<file path="config.mk">
export PLATFORM = sky130hd
export DESIGN_NAME = tnn_neuron_accum
export DESIGN_NICKNAME = d
export VERILOG_FILES = /design/src/rtl/tnn_neuron_accum.sv
export SDC_FILE = /design/constraint.sdc
export NUM_CORES = 1
export LEC_CHECK = 0
export CELL_PAD_IN_SITES_DETAIL_PLACEMENT = 0
export CELL_PAD_IN_SITES_GLOBAL_PLACEMENT = 1
export CORE_UTILIZATION = 38
export DETAILED_ROUTE_END_ITERATION = 12
export GPL_ROUTABILITY_DRIVEN = 0
export PLACE_DENSITY = 0.77
export SYNTH_ARGS = -nofsm -noshare
export SYNTH_HDL_FRONTEND = slang
export SYNTH_SLANG_ARGS = --single-unit
</file>
<file path="constraint.sdc">
create_clock -name clk -period 3.39 [get_ports clk]
set_input_delay 0.5085 -clock clk [delete_from_list [all_inputs] [get_ports clk]]
set_output_delay 0.5085 -clock clk [all_outputs]
set_load 0.05 [all_outputs]
</file>
<file path="src/rtl/tnn_neuron_accum.sv">
// tnn_neuron_accum: ternary-weight neuron accumulator.
// Each accepted beat adds (pc_pos - pc_neg) to a signed accumulator.
// A neuron closes on a beat marked in_last, or when it reaches MAX_BEATS beats.
// The closing beat latches the sum, the activation and a truncation flag,
// and these stay presented until the consumer takes them.
// Optional build macro TNN_ACC_SAT_EN: when defined the accumulator saturates;
// when undefined it wraps (two's complement).
module tnn_neuron_accum #(
  parameter int ACC_W     = 8,
  parameter int MAX_BEATS = 16
) (
  input  logic             clk,
  input  logic             rst,
  input  logic             in_valid,
  output logic             in_ready,
  input  logic [4:0]       pc_pos,
  input  logic [4:0]       pc_neg,
  input  logic             in_last,
  input  logic [ACC_W-1:0] thr_hi,
  input  logic [ACC_W-1:0] thr_lo,
  output logic             out_valid,
  input  logic             out_ready,
  output logic [1:0]       out_act,
  output logic [ACC_W-1:0] out_sum,
  output logic             out_trunc
);

  localparam int EXT_W = ACC_W + 2;
  localparam int CNT_W = $clog2(MAX_BEATS + 1);

  typedef enum logic [1:0] {
    IDLE  = 2'd0,
    ACCUM = 2'd1,
    HOLD  = 2'd2
  } state_t;

  state_t                    state;
  state_t                    state_nxt;
  logic signed [ACC_W-1:0]   acc;
  logic        [CNT_W-1:0]   count;
  logic        [CNT_W-1:0]   count_nxt;
  logic                      beat;
  logic                      close_cnt;
  logic                      close_beat;
  logic signed [EXT_W-1:0]   sum_ext;
  logic signed [ACC_W-1:0]   acc_nxt;
  logic        [1:0]         act_nxt;

  // Handshake flags come straight from the state register, never from out_ready.
  assign in_ready   = (state != HOLD);
  assign out_valid  = (state == HOLD);
  assign beat       = in_valid & in_ready;
  assign count_nxt  = count + CNT_W'(1);
  assign close_cnt  = (count_nxt == CNT_W'(MAX_BEATS));
  assign close_beat = beat & (in_last | close_cnt);

  // Beat arithmetic at two guard bits, then reduced back to ACC_W.
  always_comb begin
    sum_ext = $signed({{2{acc[ACC_W-1]}}, acc})
            + $signed({{(EXT_W-5){1'b0}}, pc_pos})
            - $signed({{(EXT_W-5){1'b0}}, pc_neg});
  end

`ifdef TNN_ACC_SAT_EN
  localparam logic signed [EXT_W-1:0] SAT_MAX = EXT_W'((2 ** (ACC_W - 1)) - 1);
  localparam logic signed [EXT_W-1:0] SAT_MIN = ~SAT_MAX;

  // Clamp the widened sum to the representable ACC_W range.
  always_comb begin
    acc_nxt = sum_ext[ACC_W-1:0];
    if (sum_ext > SAT_MAX) begin
      acc_nxt = SAT_MAX[ACC_W-1:0];
    end else if (sum_ext < SAT_MIN) begin
      acc_nxt = SAT_MIN[ACC_W-1:0];
    end
  end
`else
  logic unused_ext_hi;

  // Wrap by dropping the guard bits.
  always_comb begin
    acc_nxt       = sum_ext[ACC_W-1:0];
    unused_ext_hi = ^sum_ext[EXT_W-1:ACC_W];
  end
`endif

  // Ternary activation of the updated sum against the current thresholds.
  always_comb begin
    act_nxt = 2'b00;
    if (acc_nxt >= $signed(thr_hi)) begin
      act_nxt = 2'b01;
    end else if (acc_nxt <= $signed(thr_lo)) begin
      act_nxt = 2'b11;
    end
  end

  // State register.
  always_ff @(posedge clk or posedge rst) begin
    if (rst) begin
      state <= IDLE;
    end else begin
      state <= state_nxt;
    end
  end

  // Next-state logic.
  always_comb begin
    state_nxt = state;
    case (state)
      IDLE: begin
        if (beat) begin
          state_nxt = close_beat ? HOLD : ACCUM;
        end
      end
      ACCUM: begin
        if (close_beat) begin
          state_nxt = HOLD;
        end
      end
      HOLD: begin
        if (out_ready) begin
          state_nxt = IDLE;
        end
      end
      default: state_nxt = IDLE;
    endcase
  end

  // Accumulator, beat counter and latched result.
  always_ff @(posedge clk or posedge rst) begin
    if (rst) begin
      acc       <= '0;
      count     <= '0;
      out_act   <= 2'b00;
      out_sum   <= '0;
      out_trunc <= 1'b0;
    end else if (state == HOLD) begin
      if (out_ready) begin
        acc   <= '0;
        count <= '0;
      end
    end else if (beat) begin
      acc   <= acc_nxt;
      count <= count_nxt;
      if (close_beat) begin
        out_sum   <= acc_nxt;
        out_act   <= act_nxt;
        out_trunc <= ~in_last;
      end
    end
  end

endmodule

</file>
== Yosys cells after proc, flatten, opt, wreduce, memory -nomap -nowiden ==
Cells that the tools add are included.

* $add $sub $neg: 3
* $mul: 0
* Div/mod/pow operators: 0
* Magnitude comparators: 2
* Equal/unequal tests: 7
* Shifts and indexed selects: 0
* Muxes and demuxes: 13
* Bitwise gates (word level): 5
* Reduce and logical (&&, ||, !) cells: 5

{| class="wikitable"
|+ Operator list
! kind !! count
|-
| 8-bit 2-to-1 mux || 3
|-
| 5-bit 2-to-1 mux || 3
|-
| 2-bit 2-to-1 mux || 6
|-
| 8-bit by 6-bit adder with 8-bit output || 1
|-
| 8-bit greater-or-equal comparator || 1
|-
| 8-bit <= comparator || 1
|-
| 8-bit by 6-bit subtractor with 8-bit output || 1
|-
| 2-bit != test (second input constant) || 3
|-
| 2-bit case mux with 3 select lines || 1
|-
| 3-bit AND reduction || 2
|-
| 5-bit by 1-bit adder with 5-bit output (second input constant) || 1
|-
| 5-bit equality test (second input constant) || 1
|-
| 1-bit AND || 2
|-
| 2-bit by 1-bit equality test with 1-bit output (second input constant) || 1
|-
| 2-bit equality test (second input constant) || 1
|-
| 2-bit zero test || 1
|-
| 2-bit by 1-bit != test with 1-bit output (second input constant) || 1
|-
| 1-bit NOT || 2
|-
| 2-bit AND reduction || 1
|-
| 2-bit nonzero test || 1
|-
| 1-bit bitwise OR || 1
|}

* Bits in registers: 26
* Bits in latches: 0
* Memory bits (writable): 0
* Memory bits (read-only): 0
* Input bits: 31
* Output and inout bits: 13
* Logic and storage cells: 41
* Memories: 0

== Logic depth before layout (Yosys ltp) ==
Gate-level depths: netlist of run 1.

* Depth in word-level cells: 7
* Mapped depth: 16
* Mapped depth without buffers: 16

== Worst setup path before layout of run 1 ==
No wires, ideal clock.

* Path kind: input to register
* From: input port pc_pos[2]
* To: register out_act[0]
* Library setup time: 128 ps
* Arrival time: 3160 ps
* Data required time: 3262 ps
* Path slack: 102 ps
* Stages: 14
* Path buffers: 0
* Cell sequence: inv_1 -> fa_1 -> inv_1 -> ha_1 -> nor2b_1 -> o21a_1 -> o21a_1 -> nor2_1 -> ha_1 -> a211o_1 -> a31oi_1 -> nor3_1 -> nor3_1 -> a21oi_1

* Longest elaborated chain between the ends: 5
* Elaborated cells on any way between the ends: 6
* Those cells by class: add/sub: 2; order compare: 2; mux: 2

{| class="wikitable"
|+ RTL lines
! item !! line !! text
|-
| start: declaration || 16 || <nowiki>input logic [4:0] pc_pos,</nowiki>
|-
| 8-bit by 6-bit adder with 8-bit output * || 60 || <nowiki>+ $signed({{(EXT_W-5){1'b0}}, pc_pos})</nowiki>
|-
| 8-bit by 6-bit subtractor with 8-bit output * || 61 || <nowiki>- $signed({{(EXT_W-5){1'b0}}, pc_neg});</nowiki>
|-
| named net sum_ext[4] || 45 || <nowiki>logic signed [EXT_W-1:0] sum_ext;</nowiki>
|-
| 8-bit <= comparator || 92 || <nowiki>end else if (acc_nxt <= $signed(thr_lo)) begin</nowiki>
|-
| 2-bit 2-to-1 mux || 92 ||
|-
| 2-bit 2-to-1 mux * || 90 || <nowiki>if (acc_nxt >= $signed(thr_hi)) begin</nowiki>
|-
| end signal: assignment || 147 || <nowiki>out_act <= act_nxt;</nowiki>
|-
| end: declaration || 23 || <nowiki>output logic [1:0] out_act,</nowiki>
|}

The timed path passes the listed nets; every way through them passes the cells marked *.
A chain may end at the register's enable or synchronous reset.

== Worst setup path in the final report of run 1 ==
* From: input port pc_pos[4]
* To: register out_act[0]

The elaborated chain is that of the path after synthesis.

==> flow_summary.ini, run 1 <==
[worst_setup_path]
reg2reg_slack_ns = 0.19
r2r_cells = 14
path_depth = 15
cp_max_fo = 3
cp-start-kind = input pin
crit_path_end = out_act[0]$_DFFE_PP0P_
crit_family = adder cells
worst_r2r_endpoint = out_act[0]$_DFFE_PP0P_
crit_type = input pin to flip-flop
end_kind = flip-flop
cpPeakStageDelay_ns = 0.52
reg2reg_from = acc[4]$_DFFE_PP0P_
cp_cell_sequence = dlygate4sd2_1, inv_1, fa_1, inv_2, ha_4, and2_4, a221oi_4, nand2_2, xor2_4, ha_4, a211o_1, a31oi_2, nor3_2, nor3_2, a21oi_1
worstPathRequired_ns = 3.56
worstPathArrival_ns = 3.36
critPathSlowestCell = fa_1
setup.worst_path.start = pc_pos[4]
cp_num_buf_inv = 3

[grt]
grt_use_met2_pct = 30.6
track_usage_pct = 18.3
gr-usage-met3_pct = 1.36
met1_usage_pct = 25.6
grt_pass1_vias = 1705
antenna_found_initial = 0
globalRoute.busiestLayer = met2
overflow = 0
grt_max_degree = 27
grt_pass1_wl_um = 7710

[clock_tree]
cts_tree = yes
cts_sinks = 26
cts_max_level = 1
clockBufferDepth = 2
cts_buffers = 3
clock_latency_ns = 0.27
root_buffer = clkbuf_8
path_clk_slew_ns = 0.09

[yosys]
synth.avg_cell_area_um2 = 9.04
yosys-top-cells-area = dfrtp_1 33%, ha_1 16%, inv_1 8.1%
syn_nets = 281
ys_warn_count = 0
yosysMostFrequentCell = inv_1
syn-instance-count = 220
synth_top_area_share_pct = 32.7
async_flop_share_pct = 100
synth_top_area_cell = dfrtp_1
synth_edf_count = 0
ys_top_cells_by_count = 43 x inv_1, 26 x dfrtp_1, 25 x ha_1, 21 x nand2_1, 14 x a21oi_1
synth_cell_types = 43
ys_ff_latch = 26
syn_area_um2 = 1990
yosysSeqAreaShare_pct = 32.7
synth_ff_type = dfrtp_1

[routing]
via_count = 1730
routed_wl_um = 4760
firstDrtPassIters = 4
postRouteAntennaNets = 0
drc_errors = 0
via_per_inst = 4.87
wl_per_cell_um = 13.4
drt_iter0_drc = 74

[finish]
final_area_um2 = 3070
drive_gt1_share_pct = 27.4
area_growth_pct = 54.2
num_antenna_cells = 0
fin_util_pct = 62.9
final_nets = 350

[sta]
finalSetupViolations = 0
worst_slew_pin_slew_ns = 1.00
fin_crit_sh_pct = 94.4
slew_headroom_pct = 33.1
fmax_mhz = 313
fin_worst_hold_slack_ns = 0.484
drv_slew = 0
finalClockSkew_ns = 0.00841
period_minus_slack_ns = 3.20
hold_viol_final = 0
finalSetupTns_ns = 0
grt_setup_unrepaired = false

[die]
num_rows = 25
die-area_um2 = 5530
start_util_pct = 40.8
core_um2 = 4880
io_pins = 44
die_h_um = 74.4
die_x_um = 74.4

[placement]
dpl_cell_area_um2 = 2610
io_buffer_count = 43
dp_hpwl_um = 3370

[hold_path]
hp-class = flip-flop to flip-flop

[job]
drv_cap = 0

[run_status]
status = completed
==> worst min path at each step <==
stage / slack (ns) / depth (start not counted) / start / to
detailed placement: 0.47 / 2 / out_sum[6]$_DFFE_PP0P_ / out_sum[6]$_DFFE_PP0P_
finish: 0.48 / 2 / out_sum[6]$_DFFE_PP0P_ / out_sum[6]$_DFFE_PP0P_
CTS: 0.49 / 2 / out_sum[6]$_DFFE_PP0P_ / out_sum[6]$_DFFE_PP0P_
global placement: 0.46 / 2 / out_sum[6]$_DFFE_PP0P_ / out_sum[6]$_DFFE_PP0P_
floorplan: 0.45 / 2 / acc[0]$_DFFE_PP0P_ / acc[0]$_DFFE_PP0P_
global route: 0.51 / 2 / out_sum[6]$_DFFE_PP0P_ / out_sum[6]$_DFFE_PP0P_
==> state kept, by name, indices dropped and copies added (netlist names) <==
| name | count |
|---|---|
| out_act | 2 |
| acc | 8 |
| out_sum | 8 |
| count | 5 |
| state | 2 |
| out_trunc | 1 |
==> cell families after synthesis <==
kind of cell,Yosys count,synth area share (%)
flops,26,32.7
buf+inv,48,9.43
mux,4,2.45
xor+xnor,6,2.64
compound gates,57,19.7
fa+ha+maj,30,20.8
simple gates,49,12.3
==> per-layer routing <==
metal  up-vias  share of wire (%)
li1        880                  -
met4         0                1.2
met3         4                3.3
met1       809                 48
met5         -                  0
met2        37                 47
==> cell type report <==
cell class              instances  area [um^2]
fillers                       409         1810
multi-input cells             146         1450
flip-flops and latches         26          651
repair buffers                 68          644
inverters                      44          165
well taps                      67         83.8
clock buffers                   3         41.3
clock inverters                 1         30.0
==> metrics by stage <==
step	setup slack, ns	instances
6_report	0.191	355
5_1_grt	0.0135	355
4_1_cts	0.000818	351
3_5_place_dp	-0.679	343
3_3_place_gp	-0.629	343
2_1_floorplan	0.102	220
==> placed cells by master (no fill, tap or decap), types with 2 or more instances in the layout <==
cell and count:
a21oi_2 3, inv_1 37, o21ai_0 10, dlymetal6s2s_1 8, buf_4 23, clkbuf_8 3, a21o_1 2, nor2b_4 2
nand2b_1 2, nor2_1 3, nand3_1 2, o21ai_2 2, nor3_2 3, xor2_1 2, nor3_1 2, ha_2 2
clkdlybuf4s50_1 34, o21a_1 2, nor2b_1 3, o21ai_1 3, inv_2 7, fa_1 3, mux2_1 3, a211o_1 2
ha_4 10, a22o_1 7, dfrtp_1 26, a31oi_1 2, fa_2 2, a21oi_1 12, ha_1 13, nand2_1 20
buf_6 2
==> worst min-delay path: cells and delay by family (launching register included) <==
kind / cells / cell delay (ns)
and+or+nand+nor: 2 / 0.11
DFF: 1 / 0.35
==> timing repair <==
item,4_1_cts,5_1_grt
hold buffers,0,0
pin swaps,25,29
endpoints found under the setup margin,2,2
buffers inserted,4,5
gates resized for setup,20,43
Power of run 1 is left out: the tool's default activity adds up to more than one toggle a clock period on the data nets, which glitch-free logic cannot reach.
==> inputs of run 2 (changes only) <==
==> config.mk (replaced) <==
export PLATFORM = sky130hd
export DESIGN_NAME = tnn_neuron_accum
export DESIGN_NICKNAME = d
export VERILOG_FILES = /design/src/rtl/tnn_neuron_accum.sv
export SDC_FILE = /design/constraint.sdc
export NUM_CORES = 1
export LEC_CHECK = 0
export CAP_MARGIN = 0
export CELL_PAD_IN_SITES_DETAIL_PLACEMENT = 1
export CELL_PAD_IN_SITES_GLOBAL_PLACEMENT = 2
export CORE_UTILIZATION = 30
export DETAILED_ROUTE_END_ITERATION = 12
export GPL_ROUTABILITY_DRIVEN = 0
export PLACE_DENSITY = 0.76
export SYNTH_ARGS = -nofsm -noshare
export SYNTH_HDL_FRONTEND = slang
export SYNTH_SLANG_ARGS = --single-unit
==> run 2 against run 1 <==
First-iteration DRC count down 43%. Via count rose by 2.8%. Clock-buffer cell count unchanged. Sequential share of layout area is 0.087 points higher. Hold slack gained 0.011 ns.
==> flow_summary.ini, run 2 (same netlist as run 1, synthesis figures left out) <==
[run_status]
status = completed

[die]
io_pins = 44
die_x_um = 83.4
num_rows = 29
start_util_pct = 31.2
core_um2 = 6390
die-area_um2 = 6960
die_h_um = 83.4

[finish]
layout_commonest_cell = inv_1
final_area_um2 = 3060
final_nets = 351
area_growth_pct = 53.6
drive_gt1_share_pct = 24.6
nFillCells = 724
layout_common_cells = 39 x inv_1, 34 x clkdlybuf4s50_1, 26 x dfrtp_1
reg.largest.list = acc: 8 flops, out_sum: 8 flops, count: 5 flops
fin_util_pct = 47.8
num_antenna_cells = 0
layoutNonFillerInstCount = 366

[placement]
io_buffer_count = 43
dpl_cell_area_um2 = 2630
dp_hpwl_um = 3940
dpl.cell_count = 354

[clock_tree]
cts_hold_buf = 0
cts_sinks = 26
path_clk_slew_ns = 0.10
clock_latency_ns = 0.28
cts_tree = yes
cts_max_level = 1
cts_buffers = 3
clockBufferDepth = 2
root_buffer = clkbuf_8

[worst_setup_path]
reg2reg_slack_ns = 0.14
worst_r2r_endpoint = out_act[1]$_DFFE_PP0P_
r2r_cells = 14
cp-start-kind = input pin
critPathSlowestCell = fa_1
cp_num_buf_inv = 3
cpPeakStageDelay_ns = 0.52
cp_cell_sequence = dlygate4sd2_1, inv_1, fa_1, inv_2, ha_4, and2_4, a221oi_4, a211o_1, nand3_4, xnor2_4, ha_4, nor2b_4, nor3_4, nor3_2, a22o_1
crit_family = adder cells
crit_type = input pin to flip-flop
worstPathRequired_ns = 3.58
setup.worst_path.start = pc_pos[3]
cp_common_cell = ha_4
cp_max_fo = 3
end_kind = flip-flop
path_depth = 15
worstPathArrival_ns = 3.45
reg2reg_from = acc[3]$_DFFE_PP0P_
crit_path_end = out_act[1]$_DFFE_PP0P_

[routing]
wl_per_cell_um = 14.7
postRouteAntennaNets = 0
via_per_inst = 4.86
via_count = 1779
firstDrtPassIters = 4
drc_errors = 0
routed_wl_um = 5370
drt_iter0_drc = 42

[sta]
hold_viol_final = 0
period_minus_slack_ns = 3.26
drv_slew = 0
finalSetupViolations = 0
worst_slew_pin_slew_ns = 1.02
fin_crit_sh_pct = 96.2
finalClockSkew_ns = 0.0131
slew_headroom_pct = 31.7
fmax_mhz = 307

[grt]
overflow = 0
track_usage_pct = 15.3
grt_pass1_wl_um = 8580
grt_pass1_vias = 1802
grt_max_degree = 27
antenna_found_initial = 0

[hold_path]
hp-class = flip-flop to flip-flop
holdPathStages = 2

[job]
drv_cap = 0
## run 2: cell types whose count changed in the layout (fill, tap and decap cells not counted), sizes merged
| cell | previous run | this run |
|---|---|---|
| dlygate4sd2 | 1 | 3 |
| dlymetal6s2s | 8 | 6 |
| buf | 25 | 26 |
## run 2: what timing repair did
action | CTS | global route
setup endpoints to repair | 2 | 2
pin swaps | 23 | 28
setup buffers | 3 | 5
resized for setup | 30 | 23
## run 2: per-layer routing
metal	vias to the layer above	routed length, um	track usage, %
li1	882	-	-
met1	851	2530	21.3
met2	38	2600	25.4
met3	8	140	1.19
met4	0	98	4.16
met5	-	0	0
## run 2: cell type report
class,instances,area [um^2],area share (%)
Tap cell,77,96.3,3.15
Timing Repair Buffer,69,649,21.3
Inverter,44,165,5.41
Sequential cell,26,651,21.3
Clock inverter,1,30.0,0.983
Clock buffer,3,41.3,1.35
Multi-Input combinational cell,146,1420,46.6
## run 2: through the flow
| step | setup TNS (ns) | worst slack, ns | hold WS, ns |
|---|---|---|---|
| finish | 0 | 0.130 | 0.495 |
| global route | -0.0380 | -0.0229 | 0.528 |
| CTS | 0 | 0.0123 | 0.497 |
| detailed placement | -1.44 | -0.683 | 0.476 |
| global placement | -1.33 | -0.647 | 0.467 |
| floorplan | 0 | 0.102 | 0.450 |
## run 2: worst min-delay path by stage
| stage | from | endpoint | slack, ns |
|---|---|---|---|
| final | out_sum[1]$_DFFE_PP0P_ | out_sum[1]$_DFFE_PP0P_ | 0.49 |
| after global routing | out_sum[1]$_DFFE_PP0P_ | out_sum[1]$_DFFE_PP0P_ | 0.53 |
| after CTS | out_sum[1]$_DFFE_PP0P_ | out_sum[1]$_DFFE_PP0P_ | 0.50 |
| after detailed placement | out_sum[6]$_DFFE_PP0P_ | out_sum[6]$_DFFE_PP0P_ | 0.48 |
| after global placement | acc[0]$_DFFE_PP0P_ | acc[0]$_DFFE_PP0P_ | 0.47 |
| after floorplan | acc[0]$_DFFE_PP0P_ | acc[0]$_DFFE_PP0P_ | 0.45 |
## run 2: worst reg2reg max path, stage by stage, from the launching register on
cell	delay, ns
dfrtp_1	0.37
inv_1	0.07
fa_1	0.55
inv_2	0.05
ha_4	0.24
and2_4	0.17
a221oi_4	0.32
a211o_1	0.24
nand3_4	0.12
xnor2_4	0.19
ha_4	0.31
nor2b_4	0.05
nor3_4	0.20
nor3_2	0.07
a22o_1	0.21
Power of run 2 is left out for the same reason.
==> inputs of run 3 (changes only) <==
--- a/config.mk
+++ b/config.mk
@@ -8,10 +8,13 @@
 export CAP_MARGIN = 0
 export CELL_PAD_IN_SITES_DETAIL_PLACEMENT = 1
 export CELL_PAD_IN_SITES_GLOBAL_PLACEMENT = 2
+export CORE_ASPECT_RATIO = 0.7
 export CORE_UTILIZATION = 30
+export CTS_CLUSTER_DIAMETER = 100
 export DETAILED_ROUTE_END_ITERATION = 12
 export GPL_ROUTABILITY_DRIVEN = 0
 export PLACE_DENSITY = 0.76
+export SKIP_CTS_REPAIR_TIMING = 1
 export SYNTH_ARGS = -nofsm -noshare
 export SYNTH_HDL_FRONTEND = slang
 export SYNTH_SLANG_ARGS = --single-unit
==> run 3 against run 2 <==
Global-route usage rose by 1.4 points. Utilization grew 0.47 points. Wire length is 6.0% higher. Via count down 1.1%. Critical endpoint unchanged.
==> flow_summary.ini, run 3 (same netlist as run 1, synthesis figures left out) <==
[run_status]
status = completed

[routing]
via_per_inst = 4.74
firstDrtPassIters = 4
drt_iter0_drc = 52
wl_per_cell_um = 15.4
drc_errors = 0
via_count = 1759
postRouteAntennaNets = 0
routed_wl_um = 5700

[finish]
layout_common_cells = 34 x inv_1, 34 x clkdlybuf4s50_1, 28 x buf_4
drive_gt1_share_pct = 27.6
final_nets = 355
num_antenna_cells = 0
final_area_um2 = 3050
area_growth_pct = 53.1
reg.largest.list = acc: 8 flops, out_sum: 8 flops, count: 5 flops
layoutNonFillerInstCount = 371

[grt]
grt_max_degree = 27
overflow = 0
grt_pass1_vias = 1814
antenna_found_initial = 0
track_usage_pct = 16.7
grt_pass1_wl_um = 9050

[clock_tree]
root_buffer = clkbuf_8
cts_tree = yes
path_clk_slew_ns = 0.10
cts_max_level = 1
cts_buffers = 3
clock_latency_ns = 0.28
cts_sinks = 26
clockBufferDepth = 2

[hold_path]
holdPathStages = 2
min_from = acc[1]$_DFFE_PP0P_
hp-class = flip-flop to flip-flop
hold-path-endpoint = acc[1]$_DFFE_PP0P_

[placement]
dpl_cell_area_um2 = 2680
dpl.cell_count = 362
io_buffer_count = 43
dp_hpwl_um = 4310

[worst_setup_path]
worstPathArrival_ns = 3.50
worst_r2r_endpoint = out_act[1]$_DFFE_PP0P_
worstPathRequired_ns = 3.61
cp_cell_sequence = inv_2, fa_1, inv_2, ha_4, and2_4, a221oi_4, a211o_1, nand3_2, xnor2_2, ha_1, nor2b_2, a21oi_2, nor3_2, a22o_1
reg2reg_from = acc[4]$_DFFE_PP0P_
cp_common_cell = inv_2
reg2reg_slack_ns = 0.11
cpPeakStageDelay_ns = 0.56
critPathSlowestCell = fa_1
cp_max_fo = 3
end_kind = flip-flop
cp-start-kind = flip-flop
r2r_cells = 14
cp_num_buf_inv = 2
crit_family = adder cells
crit_type = flip-flop to flip-flop

[sta]
fin_worst_hold_slack_ns = 0.493
slew_headroom_pct = 31.5
finalSetupViolations = 0
grt_setup_unrepaired = true
fin_crit_sh_pct = 96.6
finalSetupTns_ns = 0
drv_slew = 0
hold_viol_final = 0
finalClockSkew_ns = 0.00220
worst_slew_pin_slew_ns = 1.03
period_minus_slack_ns = 3.28
fmax_mhz = 305

[die]
die_x_um = 99.3
io_pins = 44
die-area_um2 = 6970
die_h_um = 70.1
num_rows = 24
core_um2 = 6310
start_util_pct = 31.5

[job]
drv_cap = 0
[run 3: cell count changes in the layout (fill, tap and decap cells not counted), moves of 2 or more]
cell            change
inv_1               -5
dlygate4sd2_1       -3
ha_1                +2
buf_4               +3
inv_2               +5
dlymetal6s2s_1      +3
nor2_2              +2
buf_6               +2
[run 3: stage by stage]
stage,utilization (%),setup slack [ns]
after floorplan,-,0.102
after global placement,42.5,-0.606
after detailed placement,42.5,-0.660
after CTS,43.7,-0.395
after global routing,48.3,-0.0727
final,48.3,0.114
[run 3: cell type report]
type / count / area [um^2]
clock inverter: 1 / 30.0
sequential: 26 / 651
clock buffer: 3 / 41.3
inverter: 44 / 165
timing repair buffer: 73 / 686
multi-input combinational: 146 / 1380
fill: 744 / 3260
tap: 78 / 97.6
[run 3: tightest hold or removal path: cells and delay by family, from the launching register on]
| kind | cells | cell delay (ns) |
|---|---|---|
| and+or+nand+nor | 1 | 0.05 |
| DFF | 1 | 0.35 |
| AOI/OAI and AO/OA | 1 | 0.06 |
[run 3: metal layers]
layer / GRT usage, % / vias up / share of wire [%]
met4: 3.43 / 0 / 0.74
met5: 0 / - / 0
met3: 2.40 / 5 / 2.4
met1: 25.3 / 834 / 52
met2: 25.0 / 29 / 44
li1: - / 891 / -
[run 3: how the worst max path moves through the flow]
| stage | from | end | slack (ns) | cells after the start |
|---|---|---|---|---|
| 2_1_floorplan | pc_pos[2] | out_act[0]$_DFFE_PP0P_ | 0.10 | 14 |
| 5_1_grt | acc[4]$_DFFE_PP0P_ | out_act[1]$_DFFE_PP0P_ | -0.07 | 14 |
| 4_1_cts | pc_pos[4] | out_act[1]$_DFFE_PP0P_ | -0.40 | 15 |
| 6_report | acc[4]$_DFFE_PP0P_ | out_act[1]$_DFFE_PP0P_ | 0.11 | 14 |
| 3_5_place_dp | pc_pos[4] | out_act[1]$_DFFE_PP0P_ | -0.66 | 14 |
| 3_3_place_gp | pc_pos[4] | out_act[0]$_DFFE_PP0P_ | -0.61 | 14 |
Power of run 3 is left out for the same reason.
